==> src/rtl/demux_4_1_reg.sv <==
// ---------------------------------------------------------------------------
// demux_4_1_reg
//
// Registered 1-to-4 demultiplexer. A single source word is steered to one of
// four destination channels. Each channel has a single-entry holding register
// with a valid/ready handshake, so a full channel never stalls the others.
//
// Optional feature macro: DEMUX_COUNT_EN
//   When defined, adds port xfer_count and four CNT_WIDTH-bit drain counters.
//   These counters wrap at all-ones. When undefined, the port and the counters
//   are absent, and the handshake behaves the same way.
//
// Ports:
//   clk         in   rising-edge clock
//   reset       in   synchronous, active-high reset
//   in_data     in   source word (DATA_WIDTH)
//   in_sel      in   destination channel index 0..3
//   in_valid    in   source word / in_sel valid this cycle
//   in_ready    out  block accepts the source word this cycle (combinational)
//   out_data0-3 out  channel holding-register contents (registered)
//   out_valid   out  bit k: channel k holds an undelivered word (registered)
//   out_ready   in   bit k: consumer k accepts out_data_k this cycle
//   xfer_count  out  (DEMUX_COUNT_EN only) channel k drain count in bits
//                    [k*CNT_WIDTH +: CNT_WIDTH]
// ---------------------------------------------------------------------------
module demux_4_1_reg #(
    parameter int DATA_WIDTH = 32,
    parameter int CNT_WIDTH  = 16
) (
    input  logic                    clk,
    input  logic                    reset,
    input  logic [DATA_WIDTH-1:0]   in_data,
    input  logic [1:0]              in_sel,
    input  logic                    in_valid,
    output logic                    in_ready,
    output logic [DATA_WIDTH-1:0]   out_data0,
    output logic [DATA_WIDTH-1:0]   out_data1,
    output logic [DATA_WIDTH-1:0]   out_data2,
    output logic [DATA_WIDTH-1:0]   out_data3,
    output logic [3:0]              out_valid,
    input  logic [3:0]              out_ready
`ifdef DEMUX_COUNT_EN
    ,
    output logic [4*CNT_WIDTH-1:0]  xfer_count
`endif
);

    // Per-channel holding registers and their valid bits.
    logic [DATA_WIDTH-1:0] data_r [4];
    logic [3:0]            valid_r;

    // Combinational handshake terms.
    logic [3:0] sel_onehot_s;
    logic       sel_busy_s;
    logic       in_ready_s;
    logic       accept_s;
    logic [3:0] drain_s;
    logic [3:0] load_s;
    logic [3:0] valid_nxt_s;

    // Decode the destination index into a one-hot channel mask.
    always_comb begin
        sel_onehot_s = 4'b0000;
        case (in_sel)
            2'd0:    sel_onehot_s = 4'b0001;
            2'd1:    sel_onehot_s = 4'b0010;
            2'd2:    sel_onehot_s = 4'b0100;
            2'd3:    sel_onehot_s = 4'b1000;
            default: sel_onehot_s = 4'b0000;
        endcase
    end

    // The selected channel is busy only if it holds a word that is not being
    // drained this cycle. The other channels do not affect readiness.
    always_comb begin
        sel_busy_s = 1'b0;
        case (in_sel)
            2'd0:    sel_busy_s = valid_r[0] & ~out_ready[0];
            2'd1:    sel_busy_s = valid_r[1] & ~out_ready[1];
            2'd2:    sel_busy_s = valid_r[2] & ~out_ready[2];
            2'd3:    sel_busy_s = valid_r[3] & ~out_ready[3];
            default: sel_busy_s = 1'b1;
        endcase
    end

    // Accept and load or drain qualifiers. A drain and a load on the same
    // channel in one cycle leave the channel FULL with the new word, so no
    // bubble appears.
    always_comb begin
        in_ready_s  = ~reset & ~sel_busy_s;
        accept_s    = in_valid & in_ready_s;
        drain_s     = valid_r & out_ready;
        load_s      = sel_onehot_s & {4{accept_s}};
        valid_nxt_s = (valid_r & ~drain_s) | load_s;
    end

    assign in_ready = in_ready_s;

    // Track the per-channel EMPTY/FULL state. Reset discards pending words.
    always_ff @(posedge clk) begin
        if (reset) begin
            valid_r <= 4'b0000;
        end else begin
            valid_r <= valid_nxt_s;
        end
    end

    // Holding registers change only on a load. This keeps data stable while
    // a word waits for its consumer, and it keeps the last word after a drain.
    always_ff @(posedge clk) begin
        if (reset) begin
            for (int k = 0; k < 4; k++) begin
                data_r[k] <= {DATA_WIDTH{1'b0}};
            end
        end else begin
            for (int k = 0; k < 4; k++) begin
                if (load_s[k]) begin
                    data_r[k] <= in_data;
                end else begin
                    data_r[k] <= data_r[k];
                end
            end
        end
    end

    assign out_data0 = data_r[0];
    assign out_data1 = data_r[1];
    assign out_data2 = data_r[2];
    assign out_data3 = data_r[3];
    assign out_valid = valid_r;

`ifdef DEMUX_COUNT_EN
    logic [CNT_WIDTH-1:0] cnt_r [4];

    // Count drains per channel. Loads do not count. The count wraps with no
    // saturation.
    always_ff @(posedge clk) begin
        if (reset) begin
            for (int k = 0; k < 4; k++) begin
                cnt_r[k] <= {CNT_WIDTH{1'b0}};
            end
        end else begin
            for (int k = 0; k < 4; k++) begin
                if (drain_s[k]) begin
                    cnt_r[k] <= cnt_r[k] + {{(CNT_WIDTH-1){1'b0}}, 1'b1};
                end else begin
                    cnt_r[k] <= cnt_r[k];
                end
            end
        end
    end

    for (genvar g = 0; g < 4; g++) begin : g_cnt_out
        assign xfer_count[g*CNT_WIDTH +: CNT_WIDTH] = cnt_r[g];
    end
`endif

endmodule

==> config.mk <==
export PLATFORM = sky130hd
export DESIGN_NAME = demux_4_1_reg
export DESIGN_NICKNAME = d
export VERILOG_FILES = /design/src/rtl/demux_4_1_reg.sv
export SDC_FILE = /design/constraint.sdc
export NUM_CORES = 1
export LEC_CHECK = 0
export BUFFER_PORTS_ARGS = -buffer_cell sky130_fd_sc_hd__clkbuf_2
export CAP_MARGIN = 0
export CORE_UTILIZATION = 50
export DETAILED_ROUTE_END_ITERATION = 10
export HOLD_SLACK_MARGIN = 0.12
export PLACE_DENSITY = 0.8
export SYNTH_ARGS = -nofsm -noshare
export SYNTH_HDL_FRONTEND = slang
export SYNTH_SLANG_ARGS = --single-unit
==> constraint.sdc <==
create_clock -name clk -period 4.7 [get_ports clk]
set_input_delay 0.94 -clock clk [delete_from_list [all_inputs] [get_ports clk]]
set_output_delay 0.94 -clock clk [all_outputs]
set_load 0.02 [all_outputs]
==> results.toml, run 1 <==
[place]
gp_congestion = 0.735
dp_hpwl_mm = 6.17
port_buffers = 173

[setup_path]
critPathLaunch = "reset"
slowest_stage = "buf_4"
endpoint_kind = "output pin"
crit_type = "in -> out"
endpoint = "in_ready"
r2r_setup_slack_ns = 2.82
rr_endpoint = "data_r[3][0]$_SDFFCE_PN0P_"
rr_worst_depth = 3
cp_num_cells = 5
crit_fanout = 105
crit_family = "buffers and inverters"
cp_num_buf_inv = 3
r2r_start = "out_valid[3]$_SDFF_PP0_"
required_ns = 3.76
worstPathCellList = "buf_4, inv_1, o31ai_1, a211oi_1, clkbuf_2"
worst_path_largest_cell_delay_ns = 0.73
startpoint_type = "primary input"
cp.arrival_ns = 2.31

[synth]
yosys_warnings = 0
synth_top_area_cell = "edfxtp_1"
synth_cell_types = 22
synthArstFlopShare_pct = 0
synthTopCellsByArea = "edfxtp_1 (77%), nor2b_1 (12%), and2_2 (2.6%)"
synth_top_cell_area_share_pct = 77.1
synthCells = 300
yosys-top-cells-count = "edfxtp_1 (128), nor2b_1 (98), and2_2 (17)"
yosysMostFrequentCell = "edfxtp_1"
syn_nets = 341
syn_area_per_cell_um2 = 16.6
syn-cell-area_um2 = 4990
ys.flop_type = "edfxtp_1"
yosysSeqAreaShare_pct = 78.7
ys_ff_latch = 132
synth-edff-count = 128

[power_and_ir_drop]
seqPwrFrac_pct = 45.4
p_sw_share_pct = 23.4
vdd_drop_max_mv = 0.245
p_int_w = 0.00241
p_switching_w = 0.000736
clock_power_share_pct = 44.1
leakage_nw = 2.75
p_per_area_nw_per_um2 = 477
p_comb_share_pct = 10.5

[detailed_routing]
drt-vias-per-instance = 4.86
wire_per_inst_um = 16.4
wl_mm = 10.3
first_pass_iters = 4
drcViolationCount = 0
antenna_left = 0
drtIter0Drc = 102
vias = 3031

[die]
die_x_um = 102
coreArea_um2 = 9730
initial_core_util_pct = 51.3
die_area_um2 = 10400
dieHeight_um = 102
pin_count = 174
rows = 36

[grt]
grt_use_total_pct = 19.8
grt_max_degree = 106
grt_first_pass_wirelength_mm = 14.6
antenna_found_initial = 0
overflow = 0
grt_pass1_vias = 2846

[cts]
cts.clk_slew.worst_paths_ns = 0.06
cts-buffers-inserted = 17
clockRootBuffer = "clkbuf_8"
cts_setup_buffers = 0
clock_latency_ns = 0.52
post_cts_resized = 0
clockBufferDepth = 2
cts.hold.buffers_added = 0
cts.sinks = 132
cts_max_level = 4
cts_tree = "done"

[cells_and_area]
diodes = 0
fillerInstances = 684
nets = 519
register_area_um2 = 3920
drive_above_1_share_pct = 46.0
multi_input_area_um2 = 993
synthToLayoutAreaGrowth_pct = 32.3

[timing]
hold_viol = 0
maxSlewViolCount = 0
setup_violations = 0
whs_ns = 0.550
fin_crit_sh_pct = 69.1
skew_ns = 0.00892
tightest_slew_ns = 1.15
setup-tns-final_ns = 0
relSlewSlack_pct = 22.9
rsz0062_at_grt = "false"
timing.fmax_mhz = 308
finalCriticalPeriod_ns = 3.25

[run_status]
status = "completed"

[worst_hold_path]
hold_path_class = "reg -> reg"

[flow_run]
cap_violations = 0
==> layer usage <==
layer  part of all wire, %  global-route usage (%)  vias up  wire length, um
met2                    51                    33.5      134             5270
li1                      -                       -     1416                -
met4                   1.7                    9.23        0              178
met3                   5.7                    6.09       14              587
met5                     0                       0        -                0
met1                    41                    23.4     1467             4230
==> sequential cells by signal (all words and copies together) (netlist names) <==
| register | cells |
|---|---|
| data_r | 128 |
| out_valid | 4 |
==> final cells by class <==
class	instances	area share (%)
multi-input combinational	150	15.1
clock buffer	18	6.33
inverter	3	0.171
timing repair buffer	174	13.3
sequential	132	59.5
tap	133	2.52
clock inverter	14	3.19
==> worst min-delay path by stage <==
| stage | startpoint | end | slack [ns] | cells past startpoint |
|---|---|---|---|---|
| 2_1_floorplan | out_valid[0]$_SDFF_PP0_ | out_valid[0]$_SDFF_PP0_ | 0.59 | 2 |
| 3_3_place_gp | out_valid[2]$_SDFF_PP0_ | out_valid[2]$_SDFF_PP0_ | 0.52 | 2 |
| 3_5_place_dp | out_valid[0]$_SDFF_PP0_ | out_valid[0]$_SDFF_PP0_ | 0.54 | 2 |
| 4_1_cts | out_valid[0]$_SDFF_PP0_ | out_valid[0]$_SDFF_PP0_ | 0.55 | 2 |
| 5_1_grt | out_valid[0]$_SDFF_PP0_ | out_valid[0]$_SDFF_PP0_ | 0.58 | 2 |
| 6_report | out_valid[0]$_SDFF_PP0_ | out_valid[0]$_SDFF_PP0_ | 0.55 | 2 |
==> through the flow <==
| step | setup slack [ns] | cells | instance area, um^2 | util [%] | power, W |
|---|---|---|---|---|---|
| after floorplan | 0.723 | 300 | 4990 | - | 0.00165 |
| after global placement | 1.48 | 592 | 5970 | 61.4 | 0.00178 |
| after detailed placement | 1.44 | 592 | 5970 | 61.4 | 0.00178 |
| after CTS | 1.44 | 624 | 6600 | 67.8 | 0.00317 |
| after global routing | 1.32 | 624 | 6600 | 67.8 | 0.00324 |
| final | 1.45 | 624 | 6600 | 67.8 | 0.00315 |
==> cell usage in the layout (no fill, tap or decap) <==
cell type and instances:
clkinv_4 3, nand3_1 3, buf_4 2, inv_1 3, edfxtp_1 128, a41o_1 1, and2_1 15, and3_1 1
nand3_2 1, nor3_4 1, a41o_2 2, nor2_1 1, a21oi_1 3, o21ai_4 1, o31ai_1 1, dfxtp_1 4
nand2b_1 3, clkbuf_2 172, clkinvlp_4 2, clkbuf_8 1, and2_2 17, a211oi_1 1, clkbuf_16 16, clkinv_2 3
nor2b_1 98, mux2i_1 1, clkinv_1 1, bufinv_16 5, clkbuf_1 1
==> power groups by stage <==
| stage | sequential [W] | combinational [W] | clock (W) |
|---|---|---|---|
| floorplan | 0.00157 | 0.0000717 | 0 |
| global placement | 0.00145 | 0.000325 | 0 |
| detailed placement | 0.00145 | 0.000331 | 0 |
| CTS | 0.00143 | 0.000333 | 0.00140 |
| global route | 0.00144 | 0.000354 | 0.00145 |
| finish | 0.00143 | 0.000331 | 0.00139 |
==> cells by family after synthesis <==
kind of cell | after synthesis | share of synthesized area, %
buffers and inverters | 18 | 1.63
AOI/OAI and AO/OA | 9 | 1.35
muxes | 1 | 0.201
DFF | 132 | 78.7
and+or+nand+nor | 140 | 18.1
==> tightest hold or removal path, stage by stage (launching register included) <==
cell	delay (ns)
dfxtp_1	0.31
nand2b_1	0.11
a21oi_1	0.08
(Power assumes the default switching activity.)
==> run 2, diff against run 1 <==
Clock period 4.7 ns to 3.14 ns, I/O delays scaled along.
==> run 2 against run 1 <==
Net effect:
- combinational power rose by 50%
- global-route usage fell by 0.14 points
- critical path depth fell by 1
- total power rose by 50%
- clock skew rose by 0.0011 ns
- die area did not move
- flip-flop and latch count did not move
- sequential share of layout area fell by 0.35 points
- cell count rose by 0.48%
- critical path type is now reg -> out
- highest routed layer unchanged
==> results.toml, run 2 (synthesis results as in run 1) <==
[cts]
cts_setup_buffers = 0
clock_latency_ns = 0.50
cts.hold.buffers_added = 0
clockBufferDepth = 2
post_cts_resized = 0
cts_max_level = 4
clockRootBuffer = "clkbuf_8"
cts.sinks = 132
cts_tree = "done"
cts-buffers-inserted = 17
cts.clk_slew.worst_paths_ns = 0.06

[grt]
overflow = 0
grt_max_degree = 57
grt_pass1_vias = 2810
antenna_found_initial = 0
grt_first_pass_wirelength_mm = 14.5
grt_use_total_pct = 19.7

[die]
coreArea_um2 = 9730
pin_count = 174
initial_core_util_pct = 51.3
die_area_um2 = 10400
rows = 36
die_x_um = 102
dieHeight_um = 102

[worst_hold_path]
hold_path_class = "in -> reg"
whs_path_depth = 3
hold_start = "in_sel[0]"
hold_end = "out_valid[1]$_SDFF_PP0_"

[detailed_routing]
met3RoutedLength_um = 554
drcViolationCount = 0
highest-signal-layer = "met4"
drtIter0Drc = 133
wl_mm = 10.1
vias = 2980
antenna_left = 0
drt-vias-per-instance = 4.75
wl_met1_mm = 4.10
wl_met2_mm = 5.38
first_pass_iters = 5
wire_per_inst_um = 16.1

[setup_path]
slowest_stage = "nor2b_1"
cp_num_buf_inv = 1
rr_endpoint = "data_r[3][27]$_SDFFCE_PN0P_"
worstPathCellList = "nor2b_1, and3_1, a211oi_1, clkbuf_2"
worst_path_largest_cell_delay_ns = 0.46
crit_type = "reg -> out"
startpoint_type = "register"
cp.arrival_ns = 1.78
crit_family = "simple AND/OR/NAND/NOR gates"
r2r_setup_slack_ns = 1.35
crit_fanout = 4
required_ns = 2.51
rr_worst_depth = 3
endpoint_kind = "output pin"
r2r_start = "out_valid[3]$_SDFF_PP0_"

[power_and_ir_drop]
vdd_drop_max_mv = 0.397
leakage_nw = 2.77
p_per_area_nw_per_um2 = 713

[cells_and_area]
fillerInstances = 703
synthToLayoutAreaGrowth_pct = 33.1
layout.cells.most_common_list = "clkbuf_2 (172), edfxtp_1 (128), nor2b_1 (98)"
nets = 522
largest_reg_flops = 128
fin_util_pct = 68.2
drive_above_1_share_pct = 46.8
top_register = "data_r"
final_common_cell = "clkbuf_2"
diodes = 0

[timing]
tightest_slew_ns = 1.03
fin_crit_sh_pct = 76.5
finalCriticalPeriod_ns = 2.40
setup_violations = 0
maxSlewViolCount = 0
setup-tns-final_ns = 0
timing.fmax_mhz = 416
relSlewSlack_pct = 31.1
skew_ns = 0.00999
rsz0062_at_grt = "false"
hold_viol = 0

[place]
dp_hpwl_mm = 6.58
gp_congestion = 0.745
port_buffers = 173

[flow_run]
cap_violations = 0

[run_status]
status = "completed"
-- run 2: per-stage QoR --
step	total power [W]	worst slack [ns]	area, um^2	hold slack, ns	std cells
finish	0.00473	0.737	6640	0.432	627
global route	0.00489	0.629	6640	0.412	627
CTS	0.00477	0.689	6640	0.394	627
detailed placement	0.00267	0.833	5990	0.536	595
global placement	0.00266	0.918	5990	0.525	595
floorplan	0.00246	0.341	4990	0.590	300
-- run 2: worst max path at each step --
stage | end | from | depth (start not counted)
floorplan | data_r[3][0]$_SDFFCE_PN0P_ | in_sel[1] | 3
global placement | in_ready | reset | 5
detailed placement | in_ready | reset | 5
CTS | in_ready | out_valid[3]$_SDFF_PP0_ | 4
global route | in_ready | out_valid[3]$_SDFF_PP0_ | 4
finish | in_ready | out_valid[3]$_SDFF_PP0_ | 4
-- run 2: area by class of cell --
cell class / instances / area (um^2) / area share [%]
flip-flops and latches: 132 / 3920 / 59.1
multi-input cells: 150 / 993 / 15.0
repair buffers: 177 / 898 / 13.5
clock buffers: 17 / 414 / 6.24
clock inverters: 15 / 230 / 3.47
well taps: 133 / 166 / 2.51
inverters: 3 / 11.3 / 0.170
-- run 2: worst min-delay path: stages --
cell and delay (ns):
clkbuf_2 0.12, nand3_1 0.07, a21oi_1 0.06
-- run 2: power breakdown --
group	switching (W)	internal [W]	leakage, nW
Sequential	0.0000437	0.00209	1.32
Clock	0.000723	0.00138	0.305
Combinational	0.000343	0.000152	1.14
-- run 2: per-layer routing --
layer	up-vias	track usage (%)
li1	1419	-
met1	1445	23.8
met2	112	32.9
met3	4	6.02
met4	0	8.79
met5	-	0
==> run 3, diff against run 2 <==
Settings changed: CORE_UTILIZATION 50 to 45, PLACE_DENSITY 0.8 to 0.76.
Clock period 3.14 ns to 2.2 ns, I/O delays scaled along.
==> run 3 against run 2 <==
Net effect:
- clock skew down 0.0056 ns
- die area up 11%
- hold slack worse by 0.25 ns
- sequential power up 42%
- critical path depth unchanged
- combinational power up 45%
- total power up 37%
- clock-buffer cell count unchanged
- clock power up 30%
- non-clock buffer count up 4
- setup slack worse by 0.59 ns
- sequential share of layout area up 0.11 points
- critical path type unchanged
- largest power group unchanged
==> results.toml, run 3 (synthesis results as in run 1) <==
[run_status]
status = "completed"

[power_and_ir_drop]
p_sw_share_pct = 24.1
p_comb_share_pct = 11.0
p_int_w = 0.00492
clock_power_share_pct = 42.0
leakage_nw = 2.76
p_per_area_nw_per_um2 = 979
vdd_drop_max_mv = 0.516
seqPwrFrac_pct = 46.9
p_switching_w = 0.00157

[cts]
cts.clk_slew.worst_paths_ns = 0.06
cts_max_level = 4
clockBufferDepth = 2
cts-buffers-inserted = 17
clockRootBuffer = "clkbuf_8"
cts.sinks = 132
post_cts_resized = 1
cts_tree = "done"
clock_latency_ns = 0.51
cts.hold.buffers_added = 0
cts_setup_buffers = 0

[setup_path]
required_ns = 1.76
startpoint_type = "register"
critPathLaunch = "out_valid[3]$_SDFF_PP0_"
worstPathCellList = "nor2b_2, and3_1, a211oi_1, clkbuf_2"
r2r_setup_slack_ns = 0.47
crit_fanout = 4
endpoint_kind = "output pin"
cp_num_buf_inv = 1
crit_type = "reg -> out"
worst_path_largest_cell_delay_ns = 0.31
cp.arrival_ns = 1.62
crit_family = "simple AND/OR/NAND/NOR gates"
slowest_stage = "dfxtp_1"
r2r_start = "out_valid[3]$_SDFF_PP0_"

[detailed_routing]
antenna_left = 0
vias = 2973
drcViolationCount = 0
wire_per_inst_um = 15.6
drtIter0Drc = 123
wl_mm = 9.96
drt-vias-per-instance = 4.66
first_pass_iters = 4

[die]
initial_core_util_pct = 46.0
die_x_um = 107
coreArea_um2 = 10800
die_area_um2 = 11500
pin_count = 174
dieHeight_um = 107
rows = 38

[timing]
setup-tns-final_ns = 0
timing.fmax_mhz = 486
maxSlewViolCount = 0
hold_viol = 0
rsz0062_at_grt = "false"
finalCriticalPeriod_ns = 2.06
setup_violations = 0
fin_crit_sh_pct = 93.5
tightest_slew_ns = 1.03
whs_ns = 0.182
skew_ns = 0.00438
relSlewSlack_pct = 31.3

[place]
dp_hpwl_mm = 6.79
port_buffers = 173
gp_congestion = 0.744

[cells_and_area]
fin_util_pct = 61.1
layout.cells.most_common_list = "clkbuf_2 (172), edfxtp_1 (128), nor2b_1 (97)"
largest_reg_flops = 128
final_common_cell = "clkbuf_2"
top_register = "data_r"
drive_above_1_share_pct = 46.8
nets = 526
synthToLayoutAreaGrowth_pct = 32.8
diodes = 0
fillerInstances = 854

[grt]
grt_first_pass_wirelength_mm = 15.2
grt_use_total_pct = 18.2
antenna_found_initial = 0
grt_max_degree = 59
grt_pass1_vias = 2992
overflow = 0

[worst_hold_path]
hold_start = "reset"
hold_path_class = "in -> reg"

[flow_run]
cap_violations = 0
## run 3: layout make-up
cell class	count	area, um^2	area share, %
multi-input cells	150	996	15.0
clock inverters	15	164	2.47
well taps	140	175	2.64
flip-flops and latches	132	3920	59.2
clock buffers	17	414	6.25
inverters	3	11.3	0.170
repair buffers	181	941	14.2
## run 3: path summary, 6_finish.rpt
path / endpoint / cells past startpoint
min reg2reg: out_valid[2]$_SDFF_PP0_ / 2
max reg2reg: data_r[3][11]$_SDFFCE_PN0P_ / 2
max: in_ready / 4
min: out_valid[1]$_SDFF_PP0_ / 2
## run 3: stage by stage
step | worst slack (ns) | area [um^2] | total power (W) | cells
final | 0.143 | 6630 | 0.00649 | 638
after global routing | 0.0583 | 6630 | 0.00671 | 638
after CTS | 0.119 | 6630 | 0.00655 | 638
after detailed placement | 0.143 | 6040 | 0.00382 | 606
after global placement | 0.237 | 6040 | 0.00380 | 606
after floorplan | 0.195 | 4990 | 0.00352 | 300
## run 3: power by group through the flow
| stage | combinational [W] | clock, W | sequential, W |
|---|---|---|---|
| after floorplan | 0.000154 | 0 | 0.00336 |
| after global placement | 0.000713 | 0 | 0.00309 |
| after detailed placement | 0.000725 | 0 | 0.00310 |
| after CTS | 0.000728 | 0.00277 | 0.00305 |
| after global routing | 0.000768 | 0.00288 | 0.00306 |
| final | 0.000716 | 0.00273 | 0.00304 |
## run 3: worst register-to-register path, stage by stage (launching register included)
cell     delay (ns)
dfxtp_1        0.31
nor2b_2        0.20
o21ai_4        0.81
## run 3: layer usage
| layer | part of all wire (%) | up-vias | global-route usage [%] |
|---|---|---|---|
| li1 | - | 1425 | - |
| met1 | 42 | 1422 | 21.6 |
| met2 | 51 | 117 | 30.1 |
| met3 | 6.1 | 9 | 5.81 |
| met4 | 1.1 | 0 | 8.41 |
| met5 | 0 | - | 0 |
